<file path="src/rtl/obi_burst_master.sv">
// Expands one read/write burst command into single-word OBI requests.
// Read responses are buffered; a read is only issued when its response has a reserved FIFO slot.
module obi_burst_master #(
  parameter int unsigned ADDR_WIDTH      = 32,
  parameter int unsigned DATA_WIDTH      = 32,
  parameter int unsigned LEN_WIDTH       = 8,
  parameter int unsigned MAX_OUTSTANDING = 4,
  parameter int unsigned RFIFO_DEPTH     = 4
) (
  input  logic                    clk_i,
  input  logic                    rst_i,
  input  logic                    cmd_valid_i,
  output logic                    cmd_ready_o,
  input  logic                    cmd_we_i,
  input  logic [ADDR_WIDTH-1:0]   cmd_addr_i,
  input  logic [LEN_WIDTH-1:0]    cmd_len_i,
  input  logic                    wdata_valid_i,
  output logic                    wdata_ready_o,
  input  logic [DATA_WIDTH-1:0]   wdata_i,
  input  logic [DATA_WIDTH/8-1:0] wbe_i,
  output logic                    rdata_valid_o,
  input  logic                    rdata_ready_i,
  output logic [DATA_WIDTH-1:0]   rdata_o,
  output logic                    rerr_o,
  output logic                    obi_req_o,
  input  logic                    obi_gnt_i,
  output logic [ADDR_WIDTH-1:0]   obi_addr_o,
  output logic                    obi_we_o,
  output logic [DATA_WIDTH/8-1:0] obi_be_o,
  output logic [DATA_WIDTH-1:0]   obi_wdata_o,
  input  logic                    obi_rvalid_i,
  input  logic [DATA_WIDTH-1:0]   obi_rdata_i,
  input  logic                    obi_err_i,
  output logic                    done_o,
  output logic                    err_o
);

  localparam int unsigned BE_WIDTH = DATA_WIDTH / 8;
  localparam int unsigned OUT_W    = $clog2(MAX_OUTSTANDING + 1);
  localparam int unsigned CNT_W    = $clog2(RFIFO_DEPTH + 1);
  localparam int unsigned PTR_W    = (RFIFO_DEPTH > 1) ? $clog2(RFIFO_DEPTH) : 1;
  localparam logic [ADDR_WIDTH-1:0] STRIDE   = ADDR_WIDTH'(BE_WIDTH);
  localparam logic [PTR_W-1:0]      PTR_LAST = PTR_W'(RFIFO_DEPTH - 1);

  typedef enum logic [1:0] {
    IDLE,
    ISSUE,
    DRAIN
  } state_t;

  state_t state_q, state_d;

  logic                  we_q;
  logic [ADDR_WIDTH-1:0] addr_q;
  logic [LEN_WIDTH-1:0]  len_q;
  logic [LEN_WIDTH-1:0]  issued_q;
  logic [OUT_W-1:0]      outst_q;
  logic [CNT_W-1:0]      fcnt_q;
  logic [PTR_W-1:0]      wptr_q;
  logic [PTR_W-1:0]      rptr_q;
  logic                  err_q;
  logic                  done_q;
  logic                  done_err_q;
  logic [DATA_WIDTH:0]   fifo_mem [RFIFO_DEPTH];

  logic cmd_hs;
  logic gnt_hs;
  logic last_gnt;
  logic rsp;
  logic push;
  logic pop;
  logic read_room;
  logic can_issue;
  logic drain_done;

  assign cmd_ready_o = ~rst_i & (state_q == IDLE) & ~done_q;
  assign cmd_hs      = cmd_valid_i & cmd_ready_o;

  // Reserve a FIFO slot per in-flight read, since responses cannot be stalled.
  assign read_room = (32'(outst_q) + 32'(fcnt_q)) < RFIFO_DEPTH;
  assign can_issue = (state_q == ISSUE) & (issued_q < len_q) &
                     (32'(outst_q) < MAX_OUTSTANDING) &
                     (we_q ? wdata_valid_i : read_room);

  assign obi_req_o     = ~rst_i & can_issue;
  assign obi_addr_o    = addr_q;
  assign obi_we_o      = we_q;
  assign obi_be_o      = we_q ? wbe_i : '1;
  assign obi_wdata_o   = we_q ? wdata_i : '0;
  assign gnt_hs        = obi_req_o & obi_gnt_i;
  assign wdata_ready_o = gnt_hs & we_q;
  assign last_gnt      = gnt_hs & ((issued_q + LEN_WIDTH'(1)) == len_q);

  assign rsp  = obi_rvalid_i & (outst_q != '0);
  assign push = rsp & ~we_q;
  assign pop  = rdata_valid_o & rdata_ready_i;

  assign rdata_valid_o     = ~rst_i & (fcnt_q != '0);
  assign {rerr_o, rdata_o} = fifo_mem[rptr_q];

  assign drain_done = (state_q == DRAIN) & (outst_q == '0);
  assign done_o     = ~rst_i & done_q;
  assign err_o      = ~rst_i & done_err_q;

  always_comb begin
    state_d = state_q;
    unique case (state_q)
      IDLE:    if (cmd_hs) state_d = (cmd_len_i != '0) ? ISSUE : DRAIN;
      ISSUE:   if (last_gnt) state_d = DRAIN;
      DRAIN:   if (outst_q == '0) state_d = IDLE;
      default: state_d = IDLE;
    endcase
  end

  always_ff @(posedge clk_i) begin
    if (rst_i) begin
      state_q    <= IDLE;
      we_q       <= 1'b0;
      addr_q     <= '0;
      len_q      <= '0;
      issued_q   <= '0;
      outst_q    <= '0;
      fcnt_q     <= '0;
      wptr_q     <= '0;
      rptr_q     <= '0;
      err_q      <= 1'b0;
      done_q     <= 1'b0;
      done_err_q <= 1'b0;
    end else begin
      state_q    <= state_d;
      done_q     <= drain_done;
      done_err_q <= drain_done & err_q;

      if (cmd_hs) begin
        we_q     <= cmd_we_i;
        addr_q   <= cmd_addr_i;
        len_q    <= cmd_len_i;
        issued_q <= '0;
        err_q    <= 1'b0;
      end else begin
        if (gnt_hs) begin
          issued_q <= issued_q + LEN_WIDTH'(1);
          addr_q   <= addr_q + STRIDE;
        end
        if (rsp & obi_err_i) err_q <= 1'b1;
      end

      unique case ({gnt_hs, rsp})
        2'b10:   outst_q <= outst_q + OUT_W'(1);
        2'b01:   outst_q <= outst_q - OUT_W'(1);
        default: outst_q <= outst_q;
      endcase

      if (push) wptr_q <= (wptr_q == PTR_LAST) ? '0 : wptr_q + PTR_W'(1);
      if (pop)  rptr_q <= (rptr_q == PTR_LAST) ? '0 : rptr_q + PTR_W'(1);

      unique case ({push, pop})
        2'b10:   fcnt_q <= fcnt_q + CNT_W'(1);
        2'b01:   fcnt_q <= fcnt_q - CNT_W'(1);
        default: fcnt_q <= fcnt_q;
      endcase
    end
  end

  always_ff @(posedge clk_i) begin
    if (push) fifo_mem[wptr_q] <= {obi_err_i, obi_rdata_i};
  end

endmodule

</file>
<file path="config.mk">
export PLATFORM = sky130hd
export DESIGN_NAME = obi_burst_master
export DESIGN_NICKNAME = d
export VERILOG_FILES = /design/src/rtl/obi_burst_master.sv
export SDC_FILE = /design/constraint.sdc
export NUM_CORES = 1
export LEC_CHECK = 0
export BUFFER_PORTS_ARGS = -buffer_cell sky130_fd_sc_hd__buf_2
export CORE_AREA = 2 2 161 163
export CTS_CLUSTER_DIAMETER = 50
export DETAILED_ROUTE_END_ITERATION = 10
export DIE_AREA = 0 0 163 165
export HOLD_SLACK_MARGIN = 0.08
export PLACE_DENSITY_LB_ADDON = 0.12
export SLEW_MARGIN = 20
export SYNTH_ARGS = -nofsm -noshare
export SYNTH_HDL_FRONTEND = slang
export SYNTH_SLANG_ARGS = --single-unit
</file>
<file path="constraint.sdc">
create_clock -name clk_i -period 3.3 [get_ports clk_i]
set_clock_uncertainty 0.05 [all_clocks]
set_input_delay 0.165 -clock clk_i [delete_from_list [all_inputs] [get_ports clk_i]]
set_output_delay 0.165 -clock clk_i [all_outputs]
set_load 0.005 [all_outputs]
</file>
## Yosys cells after proc, flatten, opt, wreduce, memory -nomap -nowiden

Memories as Yosys holds them, arrays and structs flattened. A register that Yosys moved wholly into a read port is not among the register bits.
Index checks and enable logic that the tools add are counted.

- Equal/unequal tests: 12
- Order comparisons: 3
- Muxes and demuxes: 18
- Reductions and logical operators: 10
- Add/subtract/negate cells: 9
- Bitwise gates (word level): 22

Operators by type and width:

| cell | number |
|---|---|
| 2-to-1 mux 32 bit | 3 |
| adder 32 x 3 -> 32 bit, second input constant | 1 |
| bitwise AND 1 bit | 19 |
| 2-to-1 mux 2 bit | 8 |
| one-hot mux 3 bit (2 select lines) | 2 |
| equality test 2 bit, second input constant | 5 |
| adder 8 x 1 -> 8 bit, second input constant | 1 |
| equality test 8 bit | 1 |
| less-than comparator 8 bit | 1 |
| nonzero test 8 bit | 1 |
| adder 3 x 1 -> 3 bit, second input constant | 2 |
| equality test 2 x 1 -> 1 bit, second input constant | 3 |
| one-hot mux 2 bit (3 select lines) | 1 |
| nonzero test 2 bit | 3 |
| nonzero test 3 bit | 2 |
| subtractor 3 x 1 -> 3 bit, second input constant | 2 |
| adder 2 x 1 -> 2 bit, second input constant | 2 |
| adder 3 x 3 -> 4 bit | 1 |
| less-than comparator 4 x 3 -> 1 bit, second input constant | 1 |
| 2-to-1 mux 4 bit | 1 |
| inequality test 2 bit, second input constant | 2 |
| zero test 3 bit | 1 |
| less-than comparator 3 bit, second input constant | 1 |
| 2-to-1 mux 1 bit | 3 |
| 5 further kinds | 7 |

- Logic and storage cells: 87
- Input bits: 117
- Output and inout port bits: 108
- Memory bits (writable): 132
- Register bits after elaboration: 64
- Memories: 1

Memory list:

| memory | words | width | read ports | clocked after Yosys merged registers in | wr ports | line | text |
|---|---|---|---|---|---|---|---|
| fifo_mem | 4 | 33 | 1 | 1 | 1 | 64 | `logic [DATA_WIDTH:0] fifo_mem [RFIFO_DEPTH];` |

## Depth between registers and ports, before layout

Gate-level depths: netlist of the first run.

- Depth in word-level cells: 9
- Depth in mapped cells: 12
- Gate-level depth less buffers: 12

## Worst setup path after synthesis of the first run

Ideal clock, no wire load.

- Kind: reg-to-reg
- Start point: register fcnt_q[1]
- End point: register outst_q[2]
- Period minus slack after synthesis: 2616 ps
- Cell stages (with the launch flop): 13
- Setup slack: 684 ps
- Data required time: 3179 ps
- Arrival time: 2495 ps
- Buffers on the path: 1
- Setup time: 71 ps
- Cell sequence: dfxtp_1 -> ha_1 -> nand3_1 -> a22o_1 -> and3_1 -> buf_2 -> nand2_1 -> ha_1 -> inv_1 -> fa_1 -> xor2_1 -> or3_1 -> a21oi_1

- Longest elaborated chain between the ends: 8
- Elaborated cells between the ends (all ways): 10
- Classes of those cells: 1 x add/sub; 1 x order compare; 2 x eq/ne; 2 x mux; 3 x bitwise; 1 x reduce/logical

Ends and longest elaborated chain:

| item | line | text |
|---|---|---|
| from (decl) | 58 | `logic [CNT_W-1:0] fcnt_q;` |
| from (signal assigned) | 158 | `2'b10: fcnt_q <= fcnt_q + CNT_W'(1);` |
| from (signal assigned) | 159 | `2'b01: fcnt_q <= fcnt_q - CNT_W'(1);` |
| from (signal assigned) | 160 | `default: fcnt_q <= fcnt_q;` |
| adder 3 x 3 -> 4 bit * | 80 | `assign read_room = (32'(outst_q) + 32'(fcnt_q)) < RFIFO_DEPTH;` |
| less-than comparator 4 x 3 -> 1 bit * | 80 |  |
| 2-to-1 mux 1 bit * | 83 | `(we_q ? wdata_valid_i : read_room);` |
| bitwise AND 1 bit * | 82 | `(32'(outst_q) < MAX_OUTSTANDING) &` |
| bitwise AND 1 bit * | 85 | `assign obi_req_o = ~rst_i & can_issue;` |
| bitwise AND 1 bit * | 90 | `assign gnt_hs = obi_req_o & obi_gnt_i;` |
| equality test 2 x 1 -> 1 bit / equality test 2 bit (equally long branches) | 148 | `unique case ({gnt_hs, rsp})` |
| one-hot mux 3 bit (2 select lines) / nonzero test 2 bit (equally long branches) | -- |  |
| to (signal assigned) | 149 | `2'b10: outst_q <= outst_q + OUT_W'(1);` |
| to (signal assigned) | 150 | `2'b01: outst_q <= outst_q - OUT_W'(1);` |
| to (signal assigned) | 151 | `default: outst_q <= outst_q;` |
| to (decl) | 57 | `logic [OUT_W-1:0] outst_q;` |

Mark *: on every way between the ends. The rest lies on a longest branch, timed or not.
A chain may end at the register's enable or synchronous reset.

## Final worst setup path of the first run

- Start point: input port rst_i
- End point: register addr_q[14] (netlist: obi_addr_o[14])

- Longest elaborated chain between the ends: 5
- Elaborated cells between the ends (all ways): 8
- Classes of those cells: 1 x mux; 6 x bitwise; 1 x reduce/logical

Ends and longest elaborated chain:

| item | line | text |
|---|---|---|
| from (decl) | 11 | `input logic rst_i,` |
| inverter 1 bit | 76, 85 |  |
| bitwise AND 1 bit (2 in a row) | 76 | `assign cmd_ready_o = ~rst_i & (state_q == IDLE) & ~done_q;` |
| bitwise AND 1 bit | 77 | `assign cmd_hs = cmd_valid_i & cmd_ready_o;` |
| 2-to-1 mux 32 bit / nonzero test 2 bit (equally long branches) | -- |  |
| to (signal assigned) | 136 | `addr_q <= cmd_addr_i;` |
| to (signal assigned) | 143 | `addr_q <= addr_q + STRIDE;` |
| to (decl) | 54 | `logic [ADDR_WIDTH-1:0] addr_q;` |

Several ways; a longest one is shown, not always the timed one.

==> results of run 1 <==
## worst min-delay path, cell delays in order
cell and delay [ps]:
buf_2 70, and2_1 210, nand2_1 70, o21ai_0 70
## stage by stage
step	instances	hold slack [ps]	power [mW]
2_1_floorplan	665	213.9	3.181
3_3_place_gp	1204	299.6	3.488
3_5_place_dp	1204	305.9	3.488
4_1_cts	1312	152.3	5.766
5_1_grt	1312	195.1	5.931
6_report	1312	155.5	5.689
## worst max path at each step
stage	slack, ps	from	end
after floorplan	680	fcnt_q[1]	outst_q[2]
after global placement	670	outst_q[2]	obi_addr_o[14]
after detailed placement	590	state_q[0]	obi_addr_o[14]
after CTS	570	rst_i	obi_addr_o[14]
after global routing	340	outst_q[2]	obi_addr_o[31]
final	560	rst_i	obi_addr_o[14]
## routing by layer
metal  up-vias  routed length (um)  global-route usage
met5         -                   0                   0
met3         9                 955             0.04219
met2       152               10820              0.2858
met1      3037                9891              0.2139
met4         0                 126             0.02735
li1       3070                   -                   -
## flip-flops by register name, indices dropped and copies added, names as in the netlist, named ones only
signal and flops:
done_err_q 1, obi_addr_o 32, obi_we_o 1, len_q 8, fcnt_q 3, outst_q 3, state_q 2, err_q 1
issued_q 8, fifo_mem 132, done_q 1, rptr_q 2, wptr_q 2
## cells by family (layout without fill, tap and decap cells)
family / after synthesis / after routing / share of synthesized area
flip-flops: 198 / 198 / 0.6052
adder cells (fa/ha/maj): 21 / 21 / 0.03181
AND/OR/NAND/NOR: 235 / 235 / 0.1468
XOR/XNOR: 42 / 42 / 0.04212
buffers and inverters: 58 / 375 / 0.02622
AO/OA/AOI/OAI: 77 / 77 / 0.06161
multiplexers: 34 / 34 / 0.08625
## cell type report
| class | count | area (sq um) | share of cell area |
|---|---|---|---|
| clock inverters | 15 | 215.2 | 0.01839 |
| multi-input cells | 409 | 3227 | 0.2757 |
| well taps | 330 | 412.9 | 0.03528 |
| repair buffers | 322 | 2059 | 0.1759 |
| flip-flops and latches | 198 | 5286 | 0.4516 |
| inverters | 21 | 78.83 | 0.006734 |
| clock buffers | 17 | 425.4 | 0.03634 |
## where the power goes
group	leakage, nW	internal [mW]	switching [mW]	total, mW
clock	0.308	1.12	1.08	2.20
sequential	1.73	2.73	0.0718	2.80
combinational	2.37	0.356	0.336	0.692
## placed cells by master, fill, tap and decap left out, types with 13 or more instances in the layout
cell type / netlist / layout
nand2_1: 59 / 59
a211oi_1: 15 / 15
dlygate4sd3_1: 0 / 76
nor4_1: 13 / 13
ha_1: 19 / 19
xnor2_1: 24 / 24
xor2_1: 18 / 18
nand3_1: 18 / 18
mux4_2: 33 / 33
edfxtp_1: 132 / 132
nor2_1: 41 / 41
buf_2: 3 / 224
dfxtp_1: 66 / 65
clkbuf_16: 0 / 17
buf_4: 0 / 21
and2_1: 41 / 41
inv_1: 21 / 21
==> results.toml, run 1 <==
[sta]
period_needed_ps = 2741
hold_viol = 0
drv_slew = 0
fin_setup_tns_ps = 0
setup_viol = 0
max_freq_ghz = 0.3648
rsz0062_at_grt = "false"
tightestPinTransition_ps = 679.7
max_slew_margin = 0.5427
fin_crit_sh = 0.8307
setup_ws_ps = 558.6

[cts]
clkLatencyLatePin_ps = 430
cts_inserted_buffers = 17
cts_max_level = 4
cts_sinks = 198
root_buffer = "clkbuf_16"
cts_tree = "yes"
ctsHoldBuffers = 76
clk_pin_slew_ps = 80
cts_resized = 0
post_cts_buffers = 0
cts_max_path_buffers = 2

[setup_path]
setup.worst_path.start_class = "primary input"
required_ps = 3580
crit_type = "primary input to flop"
rrSetupSlack_ps = 580
worstPathArrival_ps = 3020
critPathMaxStageDelay_ps = 540
cp_slowest_cell = "dlygate4sd3_1"
r2r-start = "state_q[0]"
crit_family = "simple AND/OR/NAND/NOR gates"
cp.depth = 9
cp_max_fo = 16
reg2reg_to = "obi_addr_o[14]"
critPathCaptureType = "flop"
cp_cell_sequence = "dlygate4sd3_1 > buf_2 > or3b_4 > a2111oi_4 > nand3_2 > buf_4 > nor4b_1 > xnor2_1 > o21ai_1"
reg2regPathDepth = 7
critPathBufInv = 3

[job]
maxCapViolCount = 0

[floorplan]
io-pin-count = 225
die_area_sq_um = 26900
die_w_um = 163
core_area_sq_um = 25040
initial_core_util = 0.3488
die_h_um = 165
rows = 58

[power_and_ir_drop]
p_leak_nw = 4.411
power.density_nw_per_um2 = 486.0
ir_worst_vdd_v = 0.0003862

[finish]
finalNetCount = 1107
n_antenna_cell = 0
design_area_sq_um = 11710
fill_cells = 2293
layout-drive-gt1-share = 0.3320
area_growth_pct = 34.03
final_core_util = 0.4675

[placement]
post_dp_cell_area_sq_um = 10300
routabilityCongestion = 0.7708
dpl_worst_slack_ps = 585.9
dp_hpwl_um = 14690
io_buffers = 224

[logic_synthesis]
async_flop_share = 0
ys_ff_latch = 198
synth-edff-count = 132
avgSynthCellArea_sq_um = 13.13
ys_seq_area_frac = 0.6052
ys_warn_count = 0
synth.area.top_cells = "edfxtp_1 45%, dfxtp_1 15%, mux4_2 8.5%, and2_1 2.9%, ha_1 2.7%"
synthTopCellsByCount = "132 x edfxtp_1, 66 x dfxtp_1, 59 x nand2_1"
synth.most_common_cell = "edfxtp_1"
yosysTopAreaCellShare = 0.4539
netlist_area_sq_um = 8733
synthFlopType = "edfxtp_1"
yosys.area.top_type = "edfxtp_1"
syn-num-nets = 803
ys_types = 55
synth_cells = 665

[hold_path]
hold_path_end = "rptr_q[1]"
worstHoldStart = "rdata_ready_i"
hold_path_class = "primary input to flop"
hold_depth = 4

[routing]
viasPerCell = 4.777
wl_per_cell_um = 16.61
ant_nets = 0
drcViolationCount = 0
vias = 6268
drtPass1Iterations = 7
drt_iter0_markers = 296
routed_wl_um = 21790

[global_routing]
grt_max_degree = 47
antenna_found_initial = 0
grt_pass1_wl_um = 34210
grt_pass1_vias = 6237
grt_usage = 0.1655
grt_overflow = 0

[outcome]
run_status = "complete, no violations"
Power figures use the tool's default switching activity.
==> run 2: changes to the inputs <==
- clock period: 3.3 -> 2.3 ns (I/O delays scaled with it)
==> results.toml, run 2 (synthesis results as in run 1) <==
[global_routing]
grt_pass1_vias = 6472
grt_overflow = 0
grt_max_degree = 40
grt_pass1_wl_um = 34750
grt_usage = 0.1685
antenna_found_initial = 0

[power_and_ir_drop]
power.density_nw_per_um2 = 654.3
combPwrFrac = 0.150
cellInternalPower_mw = 6.036
seq_power_share = 0.488
ir_worst_vdd_v = 0.0005337
pwr-share-clk = 0.362
p_leak_nw = 4.781
p_switching_mw = 2.150
switching_share = 0.2626

[floorplan]
rows = 58
io-pin-count = 225
die_w_um = 163
die_area_sq_um = 26900
core_area_sq_um = 25040
initial_core_util = 0.3488
die_h_um = 165

[cts]
clkLatencyLatePin_ps = 440
cts_max_path_buffers = 2
cts_max_level = 4
cts_sinks = 198
root_buffer = "clkbuf_16"
cts_tree = "yes"
cts_inserted_buffers = 17
clk_pin_slew_ps = 80

[finish]
final_core_util = 0.4997
fill_cells = 2235
layout_commonest_cell = "buf_2"
layout-drive-gt1-share = 0.4101
largest_reg_flops = 132
most-common-layout-cells = "223 x buf_2, 132 x edfxtp_1, 75 x dlygate4sd3_1"
design_area_sq_um = 12510
regMostFlops = "fifo_mem"
n_antenna_cell = 0
area_growth_pct = 43.24
finalNetCount = 1159

[setup_path]
cp_cell_sequence = "inv_2 > ha_4 > o21a_1 > o211ai_1 > a41o_1 > nand2_4 > ha_4 > inv_2 > fa_2 > xor2_1 > or3_1 > a21oi_2"
critPathCaptureType = "flop"
required_ps = 2620
cp_slowest_cell = "dfxtp_2"
worstPathArrival_ps = 2710
crit_type = "flop to flop"
critPathMaxStageDelay_ps = 340
cp_max_fo = 2
setup.worst_path.start_class = "flop"

[routing]
drt_iter0_markers = 277
drtPass1Iterations = 4
viasPerCell = 4.676
routed_wl_um = 22390
vias = 6378
drcViolationCount = 0
ant_nets = 0
wl_per_cell_um = 16.42

[outcome]
run_status = "finished with violations"
violations = "negative setup slack"

[sta]
setup_ws_ps = -91.12
max_freq_ghz = 0.4182
fin_crit_sh = 1.040
hold_viol = 0
fin_setup_tns_ps = -146.1
tightestPinTransition_ps = 513.3
drv_slew = 0
setup_viol = 3
max_slew_margin = 0.6578
hold_ws_ps = 134.5
rsz0062_at_grt = "true"
period_needed_ps = 2391

[placement]
post_dp_cell_area_sq_um = 10780
routabilityCongestion = 0.8156
dp_hpwl_um = 15010
io_buffers = 224

[job]
maxCapViolCount = 0

[hold_path]
hold_path_class = "primary input to flop"
-- run 2: cell types whose count changed in the layout (fill, tap and decap cells not counted), moves of 5 or more --
cell | previous run | this run
nor4_4 | 0 | 9
inv_1 | 21 | 16
inv_2 | 0 | 5
ha_4 | 0 | 5
nor4_1 | 13 | 5
dfxtp_1 | 65 | 56
dfxtp_2 | 1 | 10
buf_4 | 21 | 62
buf_12 | 1 | 9
ha_1 | 19 | 12
-- run 2: layout make-up --
cell class	count	area [sq um]	area share
clock buffers	17	425.4	0.03401
clock inverters	15	186.4	0.01490
inverters	21	78.83	0.006301
multi-input cells	409	3532	0.2824
flip-flops and latches	198	5298	0.4235
well taps	330	412.9	0.03301
repair buffers	374	2576	0.2059
-- run 2: final timing paths --
kind	endpoint	startpoint	slack, ps	cells past startpoint
worst min-delay path	wptr_q[1]	obi_rvalid_i	130	6
worst max-delay path	outst_q[2]	len_q[5]	-90	12
worst min register to register	done_err_q	err_q	410	1
worst max register to register	outst_q[2]	len_q[5]	-90	12
-- run 2: power groups by stage --
| stage | combinational [mW] | clock, mW | sequential, mW |
|---|---|---|---|
| detailed placement | 1.05 | 0 | 4.07 |
| global route | 1.35 | 3.21 | 4.01 |
| global placement | 1.04 | 0 | 4.07 |
| CTS | 1.17 | 3.07 | 3.99 |
| finish | 1.23 | 2.96 | 4.00 |
| floorplan | 0.500 | 0 | 4.07 |
-- run 2: layer usage --
layer | wire [um] | GRT usage | part of all wire
met4 | 265 | 0.04023 | 0.012
met2 | 10800 | 0.2826 | 0.48
met5 | 0 | 0 | 0
met1 | 10320 | 0.2187 | 0.46
met3 | 1008 | 0.04445 | 0.045
-- run 2: what timing repair did --
| action | CTS | global route |
|---|---|---|
| hold buffers | 75 | 0 |
| pin swaps | 5 | 21 |
| hold endpoints to repair | 184 | 0 |
| buffers inserted | 4 | 5 |
| gates resized for setup | 8 | 51 |
| setup endpoints to repair | 6 | 33 |
-- run 2: critical path: cells and delay by family (launching register included) --
family / cells / cell delay [ps]
XOR/XNOR: 1 / 150
AND/OR/NAND/NOR: 2 / 410
adder cells (fa/ha/maj): 3 / 700
flip-flops: 1 / 340
buffers and inverters: 2 / 80
AO/OA/AOI/OAI: 4 / 580
-- run 2: per-stage QoR --
stage	worst slack [ps]	instances	power, mW
2_1_floorplan	-101.0	665	4.575
3_3_place_gp	-115.9	1248	5.118
3_5_place_dp	-132.6	1248	5.121
4_1_cts	-165.4	1359	8.240
5_1_grt	-223.6	1364	8.571
6_report	-91.12	1364	8.186
==> run 3: changes to the inputs <==
- PLACE_DENSITY: not set -> 0.55
- PLACE_DENSITY_LB_ADDON: 0.12 -> not set
- SKIP_CTS_REPAIR_TIMING: not set -> 1
==> results.toml, run 3 (synthesis results as in run 1) <==
[sta]
hold_viol = 0
hold_ws_ps = 113.7
fin_crit_sh = 1.037
drv_slew = 0
max_freq_ghz = 0.4193
rsz0062_at_grt = "true"
max_slew_margin = 0.6527
period_needed_ps = 2385
setup_viol = 1
tightestPinTransition_ps = 520.9
setup_ws_ps = -84.73

[cts]
cts_max_path_buffers = 2
root_buffer = "clkbuf_16"
clk_pin_slew_ps = 80
clkLatencyLatePin_ps = 430
cts_max_level = 4
cts_inserted_buffers = 17
cts_sinks = 198
cts_tree = "yes"

[global_routing]
antenna_found_initial = 0
grt_overflow = 0
grt_usage = 0.1594
grt_max_degree = 45
grt_pass1_wl_um = 33390
grt_pass1_vias = 6310

[setup_path]
crit_family = "adder cells"
reg2regPathDepth = 12
cp_max_fo = 2
critPathBufInv = 2
critPathMaxStageDelay_ps = 340
required_ps = 2610
worstPathArrival_ps = 2700
reg2reg_to = "outst_q[2]"
setup.worst_path.start_class = "flop"
r2r-start = "len_q[1]"
critPathCaptureType = "flop"
crit_type = "flop to flop"
cp_cell_sequence = "inv_2 > ha_4 > nor2b_4 > o211ai_1 > a41o_1 > nand2_4 > ha_4 > inv_2 > fa_2 > xor2_1 > or3_1 > a21oi_1"
rrSetupSlack_ps = -80
cp_slowest_cell = "dfxtp_2"

[routing]
drcViolationCount = 0
ant_nets = 0
drt_iter0_markers = 368
wl_per_cell_um = 16.14
vias = 6556
drtPass1Iterations = 4
routed_wl_um = 22130
viasPerCell = 4.782

[floorplan]
die_area_sq_um = 26900
core_area_sq_um = 25040
initial_core_util = 0.3488
rows = 58
die_w_um = 163
die_h_um = 165
io-pin-count = 225

[finish]
most-common-layout-cells = "223 x buf_2, 132 x edfxtp_1, 75 x dlygate4sd3_1"
multi_input_comb_area_sq_um = 3577
finalNetCount = 1166
layout_commonest_cell = "buf_2"
largest_reg_flops = 132
fill_cells = 2217
area_growth_pct = 43.91
layout-drive-gt1-share = 0.4131
n_antenna_cell = 0
design_area_sq_um = 12570
regMostFlops = "fifo_mem"
seq_area_sq_um = 5296

[power_and_ir_drop]
ir_worst_vdd_v = 0.0004374
p_leak_nw = 4.828
power.density_nw_per_um2 = 665.0

[placement]
io_buffers = 224
post_dp_cell_area_sq_um = 10770
dpl_worst_slack_ps = -103.5
routabilityCongestion = 0.7791
dp_hpwl_um = 14760

[outcome]
violations = "negative setup slack"
run_status = "finished with violations"

[hold_path]
hold_depth = 5
hold_path_end = "err_q"
hold_path_class = "primary input to flop"
worstHoldStart = "obi_rvalid_i"

[job]
maxCapViolCount = 0
## run 3: changes by cell type in the layout (fill, tap and decap cells not counted), moves of 2 or more
| cell | change |
|---|---|
| buf_12 | -4 |
| nor2_1 | +2 |
| clkinv_4 | -3 |
| buf_8 | -2 |
| inv_8 | +2 |
| nor3_2 | +2 |
| clkinv_8 | -3 |
| buf_4 | +10 |
| nor3_1 | -2 |
| buf_6 | +3 |
| nor4b_2 | -2 |
| inv_12 | +4 |
| nor4b_4 | +2 |
| nor2_2 | -2 |
## run 3: how the worst max path moves through the flow
stage / startpoint / endpoint / slack, ps / depth (start not counted)
finish: len_q[1] / outst_q[2] / -80 / 12
floorplan: outst_q[2] / outst_q[2] / -100 / 12
global route: len_q[5] / outst_q[2] / -180 / 12
detailed placement: len_q[1] / obi_addr_o[18] / -100 / 11
global placement: len_q[1] / obi_addr_o[28] / -70 / 11
CTS: len_q[1] / obi_req_o / -150 / 8
## run 3: per-layer routing
metal  share of wire  vias up  wire (um)  global-route usage
met4          0.0068        0        150             0.03580
li1                -     3194          -                   -
met3           0.052        8       1160             0.03993
met1            0.47     3175      10310              0.2183
met2            0.47      179      10510              0.2565
met5               0        -          0                   0
## run 3: stage by stage
stage          instances  setup TNS [ps]  total power [mW]  utilization
2_1_floorplan        665          -101.0             4.575            -
3_3_place_gp        1255          -646.3             5.118       0.4300
3_5_place_dp        1255           -1216             5.125       0.4300
4_1_cts             1287           -1725             8.244       0.4551
5_1_grt             1371          -967.6             8.721       0.5020
6_report            1371          -84.73             8.358       0.5020
## run 3: final cells by class
cell class	count	area share
inverter	21	0.006272
tap	330	0.03285
sequential	198	0.4214
timing repair buffer	381	0.2049
multi-input combinational	409	0.2846
clock inverter	15	0.01613
clock buffer	17	0.03385
## run 3: power by group
part	switching [mW]	internal (mW)
clock network	1.59	1.52
registers	0.0970	3.92
logic	0.570	0.673
## run 3: tightest hold or removal path: cells and delay by family
| family | cells | cell delay, ps |
|---|---|---|
| compound gates | 1 | 90 |
| buf+inv | 2 | 230 |
| simple gates | 2 | 120 |
